File: config.mk
export PLATFORM = sky130hd
export DESIGN_NAME = seq_multiplier
export DESIGN_NICKNAME = d
export VERILOG_FILES = /design/src/rtl/seq_multiplier.sv
export SDC_FILE = /design/constraint.sdc
export NUM_CORES = 1
export LEC_CHECK = 0
export BUFFER_PORTS_ARGS = -buffer_cell sky130_fd_sc_hd__buf_2
export CAP_MARGIN = 30
export CORE_ASPECT_RATIO = 0.8
export CORE_MARGIN = 2
export CORE_UTILIZATION = 30
export CTS_CLUSTER_SIZE = 12
export DETAILED_ROUTE_END_ITERATION = 16
export PLACE_DENSITY = 0.57
export SYNTH_ARGS = -nofsm -noshare
export SYNTH_HDL_FRONTEND = slang
export SYNTH_SLANG_ARGS = --single-unit
export TNS_END_PERCENT = 30
File: constraint.sdc
create_clock -name clk -period 4.6 [get_ports clk]
set_input_delay 0.23 -clock clk [delete_from_list [all_inputs] [get_ports clk]]
set_output_delay 0.23 -clock clk [all_outputs]
set_load 0.005 [all_outputs]
File: src/rtl/seq_multiplier.sv
// ---------------------------------------------------------------------------
// seq_multiplier
//
// Multi-cycle shift-add multiplier for the execute stage. It sits beside the
// ALU and shifter, takes the same two source operands, and returns a
// 2*WIDTH-bit product after WIDTH iterations (one iteration per clock).
//
// Ports
//   clk        rising-edge clock
//   rst        synchronous, active-high reset (wins over start)
//   start      request a multiply; sampled on the rising edge
//   is_signed  1 = two's-complement operands, 0 = unsigned; captured with start
//   src1       multiplicand; captured with start
//   src2       multiplier; captured with start
//   busy       high while an operation is in progress (RUN)
//   done       one-cycle pulse; product is valid
//   product    2*WIDTH-bit result; held until the next final iteration or reset
//   zero       high when product == 0; registered together with product
//
// Handshake: start is accepted only when busy is low (IDLE or DONE). An
// accepted start at edge k raises busy after edges k..k+WIDTH-1; done is high
// for exactly the one cycle after edge k+WIDTH. A start seen while busy is
// dropped silently and its operands are never captured. Asserting start during
// the done cycle begins the next operation back to back.
// ---------------------------------------------------------------------------
module seq_multiplier #(
    parameter int WIDTH = 32
) (
    input  logic                 clk,
    input  logic                 rst,
    input  logic                 start,
    input  logic                 is_signed,
    input  logic [WIDTH-1:0]     src1,
    input  logic [WIDTH-1:0]     src2,
    output logic                 busy,
    output logic                 done,
    output logic [2*WIDTH-1:0]   product,
    output logic                 zero
);

    // Counter only has to reach WIDTH-1; keep at least one bit for WIDTH=1.
    localparam int CW = (WIDTH > 1) ? $clog2(WIDTH) : 1;
    localparam logic [CW-1:0] LAST_ITER = CW'(WIDTH - 1);

    typedef enum logic [1:0] {
        S_IDLE = 2'd0,
        S_RUN  = 2'd1,
        S_DONE = 2'd2
    } state_t;

    state_t               state_q,   state_d;
    logic [WIDTH-1:0]     acc_q,     acc_d;
    logic [WIDTH-1:0]     mplier_q,  mplier_d;
    logic [WIDTH-1:0]     mcand_q,   mcand_d;
    logic [CW-1:0]        cnt_q,     cnt_d;
    logic                 neg_q,     neg_d;
    logic [2*WIDTH-1:0]   product_q, product_d;
    logic                 zero_q,    zero_d;

    // Datapath intermediates for one iteration.
    logic [WIDTH:0]       addend;
    logic [WIDTH:0]       sum;
    logic [2*WIDTH-1:0]   shifted;
    logic [2*WIDTH-1:0]   final_val;

    // Operand magnitudes for capture. Negating the most negative value
    // yields 2^(WIDTH-1), which is still correct read as unsigned.
    logic [WIDTH-1:0]     mag1;
    logic [WIDTH-1:0]     mag2;
    logic                 accept;

    always_comb begin
        mag1   = (is_signed && src1[WIDTH-1]) ? -src1 : src1;
        mag2   = (is_signed && src2[WIDTH-1]) ? -src2 : src2;
        accept = start && (state_q != S_RUN);
    end

    // One shift-add step on the {acc, mplier} register pair. The add is
    // WIDTH+1 bits wide so the carry drops into the MSB on the shift.
    always_comb begin
        addend    = mplier_q[0] ? {1'b0, mcand_q} : '0;
        sum       = {1'b0, acc_q} + addend;
        shifted   = {sum, mplier_q[WIDTH-1:1]};
        // -0 is still 0, so a negative sign on a zero product is harmless.
        final_val = neg_q ? -shifted : shifted;
    end

    always_comb begin
        state_d   = state_q;
        acc_d     = acc_q;
        mplier_d  = mplier_q;
        mcand_d   = mcand_q;
        cnt_d     = cnt_q;
        neg_d     = neg_q;
        product_d = product_q;
        zero_d    = zero_q;

        unique case (state_q)
            S_IDLE, S_DONE: begin
                if (accept) begin
                    state_d  = S_RUN;
                    acc_d    = '0;
                    mplier_d = mag2;
                    mcand_d  = mag1;
                    cnt_d    = '0;
                    neg_d    = is_signed & (src1[WIDTH-1] ^ src2[WIDTH-1]);
                end else begin
                    state_d = S_IDLE;
                end
            end

            S_RUN: begin
                acc_d    = shifted[2*WIDTH-1:WIDTH];
                mplier_d = shifted[WIDTH-1:0];
                cnt_d    = cnt_q + 1'b1;
                if (cnt_q == LAST_ITER) begin
                    product_d = final_val;
                    zero_d    = (final_val == '0);
                    state_d   = S_DONE;
                end
            end

            default: begin
                state_d = S_IDLE;
            end
        endcase
    end

    always_ff @(posedge clk) begin
        if (rst) begin
            state_q   <= S_IDLE;
            acc_q     <= '0;
            mplier_q  <= '0;
            mcand_q   <= '0;
            cnt_q     <= '0;
            neg_q     <= 1'b0;
            product_q <= '0;
            zero_q    <= 1'b1;
        end else begin
            state_q   <= state_d;
            acc_q     <= acc_d;
            mplier_q  <= mplier_d;
            mcand_q   <= mcand_d;
            cnt_q     <= cnt_d;
            neg_q     <= neg_d;
            product_q <= product_d;
            zero_q    <= zero_d;
        end
    end

    assign busy    = (state_q == S_RUN);
    assign done    = (state_q == S_DONE);
    assign product = product_q;
    assign zero    = zero_q;

endmodule

==> results of run 1 <==
## state kept, by name, indices dropped and copies added, names as in the netlist
signal    count
product      64
cnt_q         5
acc_q        32
neg_q         1
mplier_q     32
state_q       2
zero          1
mcand_q      32
## cells by family after synthesis
group                    Yosys count
AND/OR/NAND/NOR                  566
AO/OA/AOI/OAI                    442
buffers and inverters            125
flip-flops                       169
XOR/XNOR                         135
adder cells (fa/ha/maj)           38
multiplexers                       9
## timing repair
action | in CTS | in global routing
setup buffers | 0 | 5
hold endpoints to repair | 0 | 0
setup endpoints to repair | 1 | 9
pin swaps | 1 | 15
gates resized for setup | 6 | 47
## cells in the final DEF (no fill, tap or decap), types with 6 or more instances in the layout
cell	synthesis	final
and4_1	7	7
xnor2_1	49	47
ha_1	37	31
nand4_1	21	21
nor3_1	28	27
o21a_1	9	9
a22oi_1	60	60
o41ai_1	8	6
o21ai_0	59	54
buf_2	5	133
o211ai_1	7	7
a21oi_1	102	97
and3_1	7	7
a31oi_1	7	7
mux2i_1	7	7
o31ai_1	29	25
or4_1	10	8
nand2b_1	7	6
nor4_1	18	16
a311oi_1	11	11
a21oi_2	5	7
and2_1	40	39
clkbuf_16	0	17
nand3_1	27	27
inv_6	0	6
o21ai_1	6	10
nor2b_1	7	6
buf_4	3	101
xor2_1	86	86
a21o_1	7	7
dfxtp_1	169	167
nand2_1	148	147
or3_1	26	26
a211oi_1	83	83
nor2_1	188	186
inv_1	16	15
## layout make-up
type / count / area (sq um) / share of cell area [%]
Multi-Input combinational cell: 1190 / 7830 / 56.3
Sequential cell: 169 / 3390 / 24.3
Timing Repair Buffer: 237 / 1480 / 10.6
Tap cell: 487 / 609 / 4.38
Clock buffer: 18 / 439 / 3.16
Clock inverter: 14 / 111 / 0.800
Inverter: 16 / 60.1 / 0.432
Antenna cell: 1 / 2.50 / 0.0180
## critical path, stage by stage, from the launching register on
cell       delay (ps)
dfxtp_2           350
buf_12            150
and2_1            190
ha_4              310
buf_4             120
nand3_1           130
o211a_4           300
o21ba_2           220
xnor2_1           140
or4_4             590
a2111oi_4         310
or4b_4            480
or4_4             440
and4_1            210
a211o_1           230
nand4_1            80
o21ai_1            70
## per-stage QoR
| stage | hold WS (ps) | worst slack, ps | utilization [%] | instance area [sq um] | TNS (ps) |
|---|---|---|---|---|---|
| CTS | 62.8 | 16.2 | 36.5 | 13600 | 0 |
| global placement | 446 | 25.5 | 34.9 | 13100 | 0 |
| detailed placement | 450 | -44.1 | 35.0 | 13100 | -44.1 |
| global route | 75.3 | -24.6 | 37.2 | 13900 | -24.6 |
| finish | 84.2 | 151 | 37.2 | 13900 | 0 |
| floorplan | 366 | 56.4 | - | 11400 | 0 |
## layer usage
layer / wire length, microns / global-route usage (%)
met3: 2420 / 4.34
met1: 22000 / 31.9
met5: 21 / 0
met2: 14200 / 24.3
met4: 346 / 4.03
## where the power goes
group,switching (uW),internal [uW]
Combinational,447,275
Clock,659,718
Sequential,63.8,1520
Total,1170,2510
## final timing paths
path | startpoint | end | slack, ps | cells past startpoint
min reg2reg | mcand_q[0] | mcand_q[0] | 460 | 2
max | mplier_q[0] | zero | 150 | 16
max reg2reg | mplier_q[0] | zero | 150 | 16
min | src1[1] | mcand_q[1] | 80 | 3
==> flow_summary.ini, run 1 <==
[clock_network]
clock_sinks = 169
clk_pin_slew_worst_paths_ps = 70
htree_levels = 4
cts_buffer_depth = 2
hold_buffers = 0
root_buffer = clkbuf_16
cts_tree = built
cts_buffers = 17
clock_latency_ps = 450

[global_routing]
track_usage_pct = 19.4
grt_pass1_wl_mm = 60.2
antenna_found_initial = 4
first_global_vias = 10300
grt_max_degree = 170
grt.overflow.total = 0

[yosys]
ys_ff_latch = 169
syn_area_sq_mm = 0.0114
synth_top_family_by_area = compound AO/OA/AOI/OAI gates
yosys-top-cells-area = dfxtp_1 30%, xor2_1 6.6%, nor2_1 6.2%
syn_avg_cell_area_sq_um = 7.71
async_reset_ff_share_pct = 0
synth-edff-count = 0
synth.most_common_cell = nor2_1
synthMuxAreaShare_pct = 0.809
synthDistinctLibCells = 84
ys_seq_area_share_pct = 29.6
synth_cells = 1484
synth_compound_area_share_pct = 26.8
synthesis.nets = 1590
synth_top_area_share_pct = 29.6
synth_xor_area_share_pct = 10.3
synth.largest_area_cell = dfxtp_1
synth_commonest_cells = 188 x nor2_1, 169 x dfxtp_1, 148 x nand2_1
synthAdderAreaFrac_pct = 4.22
yosysWarnings = 0
yosys.area_share.simple_pct = 24.0
dominantRegCellSynth = dfxtp_1

[placement]
gp_congestion = 0.874
dpl.hpwl_mm = 30.3
placed_cells = 2094
io_buffers = 134

[sta]
tightest_slew_ps = 956
slew_viol_final = 0
setup_viol = 0
post-route-period-util_pct = 96.7
slew_headroom_pct = 36.1
finalCriticalPeriod_ps = 4450
max_clock_freq_mhz = 225
hold_viol_final = 0
skew_ps = 16.3

[cells_and_area]
syn_to_final_growth_pct = 21.5
nets = 1737
drive_gt1_share_pct = 20.8
fillerInstances = 4008
fin_cells = 2132

[detailed_routing]
firstDrtPassIters = 7
ant_nets = 0
drc_errors = 0
drtIter0Drc = 1038
routed_wl_mm = 39.0
via_per_inst = 5.33
vias = 11400
routedWlPerCell_microns = 18.3

[power]
power_density_mw_per_mm2 = 264
power.total_uw = 3680
p_leak_uw = 0.00536
vdd_drop_max_mv = 0.164

[job]
cap_viol_max_count = 0

[setup_path]
crit_type = reg -> reg
crit_arrival_ps = 4780
crit_fanout = 29
start_kind = flip-flop
crit_required_ps = 4930
endpoint_kind = flip-flop

[floorplanning]
die_h_microns = 179
die_w_microns = 222
fp-row-count = 63
die_area_sq_mm = 0.0397
start_util_pct = 30.6
core_sq_mm = 0.0374
top_level_ports = 135

[hold_path]
min-delay-path-class = in -> reg

[run_status]
outcome = complete, no violations
Power figures use the tool's default switching activity.
==> run 2, diff against run 1 <==
--- a/config.mk
+++ b/config.mk
@@ -6,13 +6,12 @@
 export NUM_CORES = 1
 export LEC_CHECK = 0
 export BUFFER_PORTS_ARGS = -buffer_cell sky130_fd_sc_hd__buf_2
-export CAP_MARGIN = 30
 export CORE_ASPECT_RATIO = 0.8
 export CORE_MARGIN = 2
-export CORE_UTILIZATION = 30
+export CORE_UTILIZATION = 50
 export CTS_CLUSTER_SIZE = 12
 export DETAILED_ROUTE_END_ITERATION = 16
-export PLACE_DENSITY = 0.57
+export PLACE_DENSITY = 0.82
 export SYNTH_ARGS = -nofsm -noshare
 export SYNTH_HDL_FRONTEND = slang
 export SYNTH_SLANG_ARGS = --single-unit
==> run 2 against run 1 <==
Compared with the run above:
- sequential power about the same
- critical endpoint unchanged
- sequential cell count unchanged
- cell area decreased by 2.4%
- critical path depth shrank 2
- global-route usage grew 9.1 points
- worst setup slack worse by 54 ps
- clock-buffer cell count down 1
- final cell count fell by 9.6%
- via count increased by 3.8%
- largest cell class unchanged
- die area is 39% lower
- highest routed layer is now met4
- maximum frequency is 1.2% lower
==> flow_summary.ini, run 2 (synthesis gave the netlist of run 1 again) <==
[run_status]
outcome = complete, no violations

[detailed_routing]
via_per_inst = 6.13
firstDrtPassIters = 6
routedWlPerCell_microns = 18.4
vias = 11800
drc_errors = 0
ant_nets = 0
drtIter0Drc = 1461
routed_wl_mm = 35.4

[power]
power_switching_uw = 1190
p_leak_uw = 0.00524
clkPwrFrac_pct = 39.9
p_seq_share_pct = 41.6
power.share.switching_pct = 31.4
power_density_mw_per_mm2 = 280
power.internal_uw = 2610
p_comb_share_pct = 18.5
vdd_drop_max_mv = 0.263

[sta]
slew_headroom_pct = 32.5
finalCriticalPeriod_ps = 4500
whs_ps = 83.1
setup_viol = 0
hold_viol_final = 0
skew_ps = 12.6
tightest_slew_ps = 1010
post-route-period-util_pct = 97.9
slew_viol_final = 0
finalWorstSetupSlack_ps = 96.4
max_clock_freq_mhz = 222

[clock_network]
clk_pin_slew_worst_paths_ps = 80
htree_levels = 4
clock_latency_ps = 440
cts_buffer_depth = 2
cts_buffers = 17
clock_sinks = 169
cts_tree = built
root_buffer = clkbuf_16
hold_buffers = 0

[placement]
gp_congestion = 1.05
dpl.hpwl_mm = 26.5
dpl-instance-area_sq_mm = 0.0126
place_ws_ps = 11.4
io_buffers = 134

[cells_and_area]
largest_register_ffs = 64
syn_to_final_growth_pct = 18.6
insertedDiodeCount = 0
nets = 1714
drive_gt1_share_pct = 20.0
mostFrequentLayoutCell = nor2_1
final_cell_mix = 187 x nor2_1, 167 x dfxtp_1, 146 x nand2_1
final_cell_area_sq_mm = 0.0136

[global_routing]
track_usage_pct = 28.5
grt_pass1_wl_mm = 55.8
first_global_vias = 10300
antenna_found_initial = 0
grt.overflow.total = 0
grt_max_degree = 104

[setup_path]
rrSetupSlack_ps = 100
path_cells = and2_1, ha_2, nand3_2, a2111oi_4, a211oi_4, buf_4, o311a_1, or4_4, or4b_4, or4_4, and4_1, a211o_1, nand4_1, o21ai_1
crit_path_max_incr_delay_ps = 560
crit_required_ps = 4940
reg2reg_to = zero
cp_common_cell = or4_4
endpoint_kind = flip-flop
path_delay_family = simple AND/OR/NAND/NOR gates
start_kind = flip-flop
crit_arrival_ps = 4840
slowest_stage = or4_4
crit_type = reg -> reg
ff2ff_path_depth = 14
crit_fanout = 6
r2r-start = mplier_q[0]
crit_buf_inv = 1

[floorplanning]
core_sq_mm = 0.0225
die_area_sq_mm = 0.0241
fp-row-count = 49
top_level_ports = 135
die_w_microns = 173
start_util_pct = 50.9
die_h_microns = 139

[hold_path]
min_to = mcand_q[1]
min-delay-path-class = in -> reg
worst_hold_startpoint = src1[1]
holdPathStages = 3

[job]
cap_viol_max_count = 0
[run 2: routing by layer]
| metal | routed length (microns) | up-vias | GRT usage, % |
|---|---|---|---|
| li1 | - | 5675 | - |
| met1 | 16900 | 5440 | 44.2 |
| met2 | 13400 | 647 | 37.3 |
| met3 | 4410 | 43 | 8.47 |
| met4 | 668 | 0 | 7.09 |
| met5 | 0 | - | 0 |
[run 2: power groups by stage]
stage	Clock (uW)	Sequential [uW]	Combinational [uW]
6_report	1520	1580	703
5_1_grt	1590	1590	770
4_1_cts	1530	1580	673
3_5_place_dp	0	1610	666
3_3_place_gp	0	1610	651
2_1_floorplan	0	1580	474
[run 2: worst max-delay path by stage]
| stage | startpoint | cells after the start | slack, ps | endpoint |
|---|---|---|---|---|
| after detailed placement | mplier_q[0] | 15 | 10 | zero |
| after floorplan | mplier_q[0] | 17 | 60 | zero |
| after CTS | mplier_q[0] | 15 | 10 | zero |
| after global routing | mplier_q[0] | 16 | -30 | zero |
| after global placement | mplier_q[0] | 17 | 100 | zero |
| final | mplier_q[0] | 14 | 100 | zero |
[run 2: per-stage QoR]
step | power [uW] | std cells | setup TNS (ps) | util, %
3_5_place_dp | 2280 | 1887 | 0 | 56.1
4_1_cts | 3780 | 1919 | 0 | 58.9
5_1_grt | 3950 | 1927 | -26.8 | 60.3
3_3_place_gp | 2260 | 1887 | 0 | 56.1
2_1_floorplan | 2050 | 1484 | 0 | -
6_report | 3800 | 1927 | 0 | 60.3
[run 2: worst min-delay path: stages]
cell and delay (ps):
buf_2 110, nand2_1 50, a311oi_1 80
[run 2: area by class of cell]
cell class / instances / area [sq um]
clock inverters: 15 / 199
well taps: 306 / 383
fillers: 2027 / 8920
clock buffers: 17 / 425
repair buffers: 214 / 1270
inverters: 16 / 60.1
multi-input cells: 1190 / 7850
flip-flops and latches: 169 / 3390
[run 2: timing repair]
item	CTS	global route
gates resized for setup	2	55
gates cloned	0	0
setup endpoints to repair	1	8
pin swaps	0	17
setup buffers	0	8
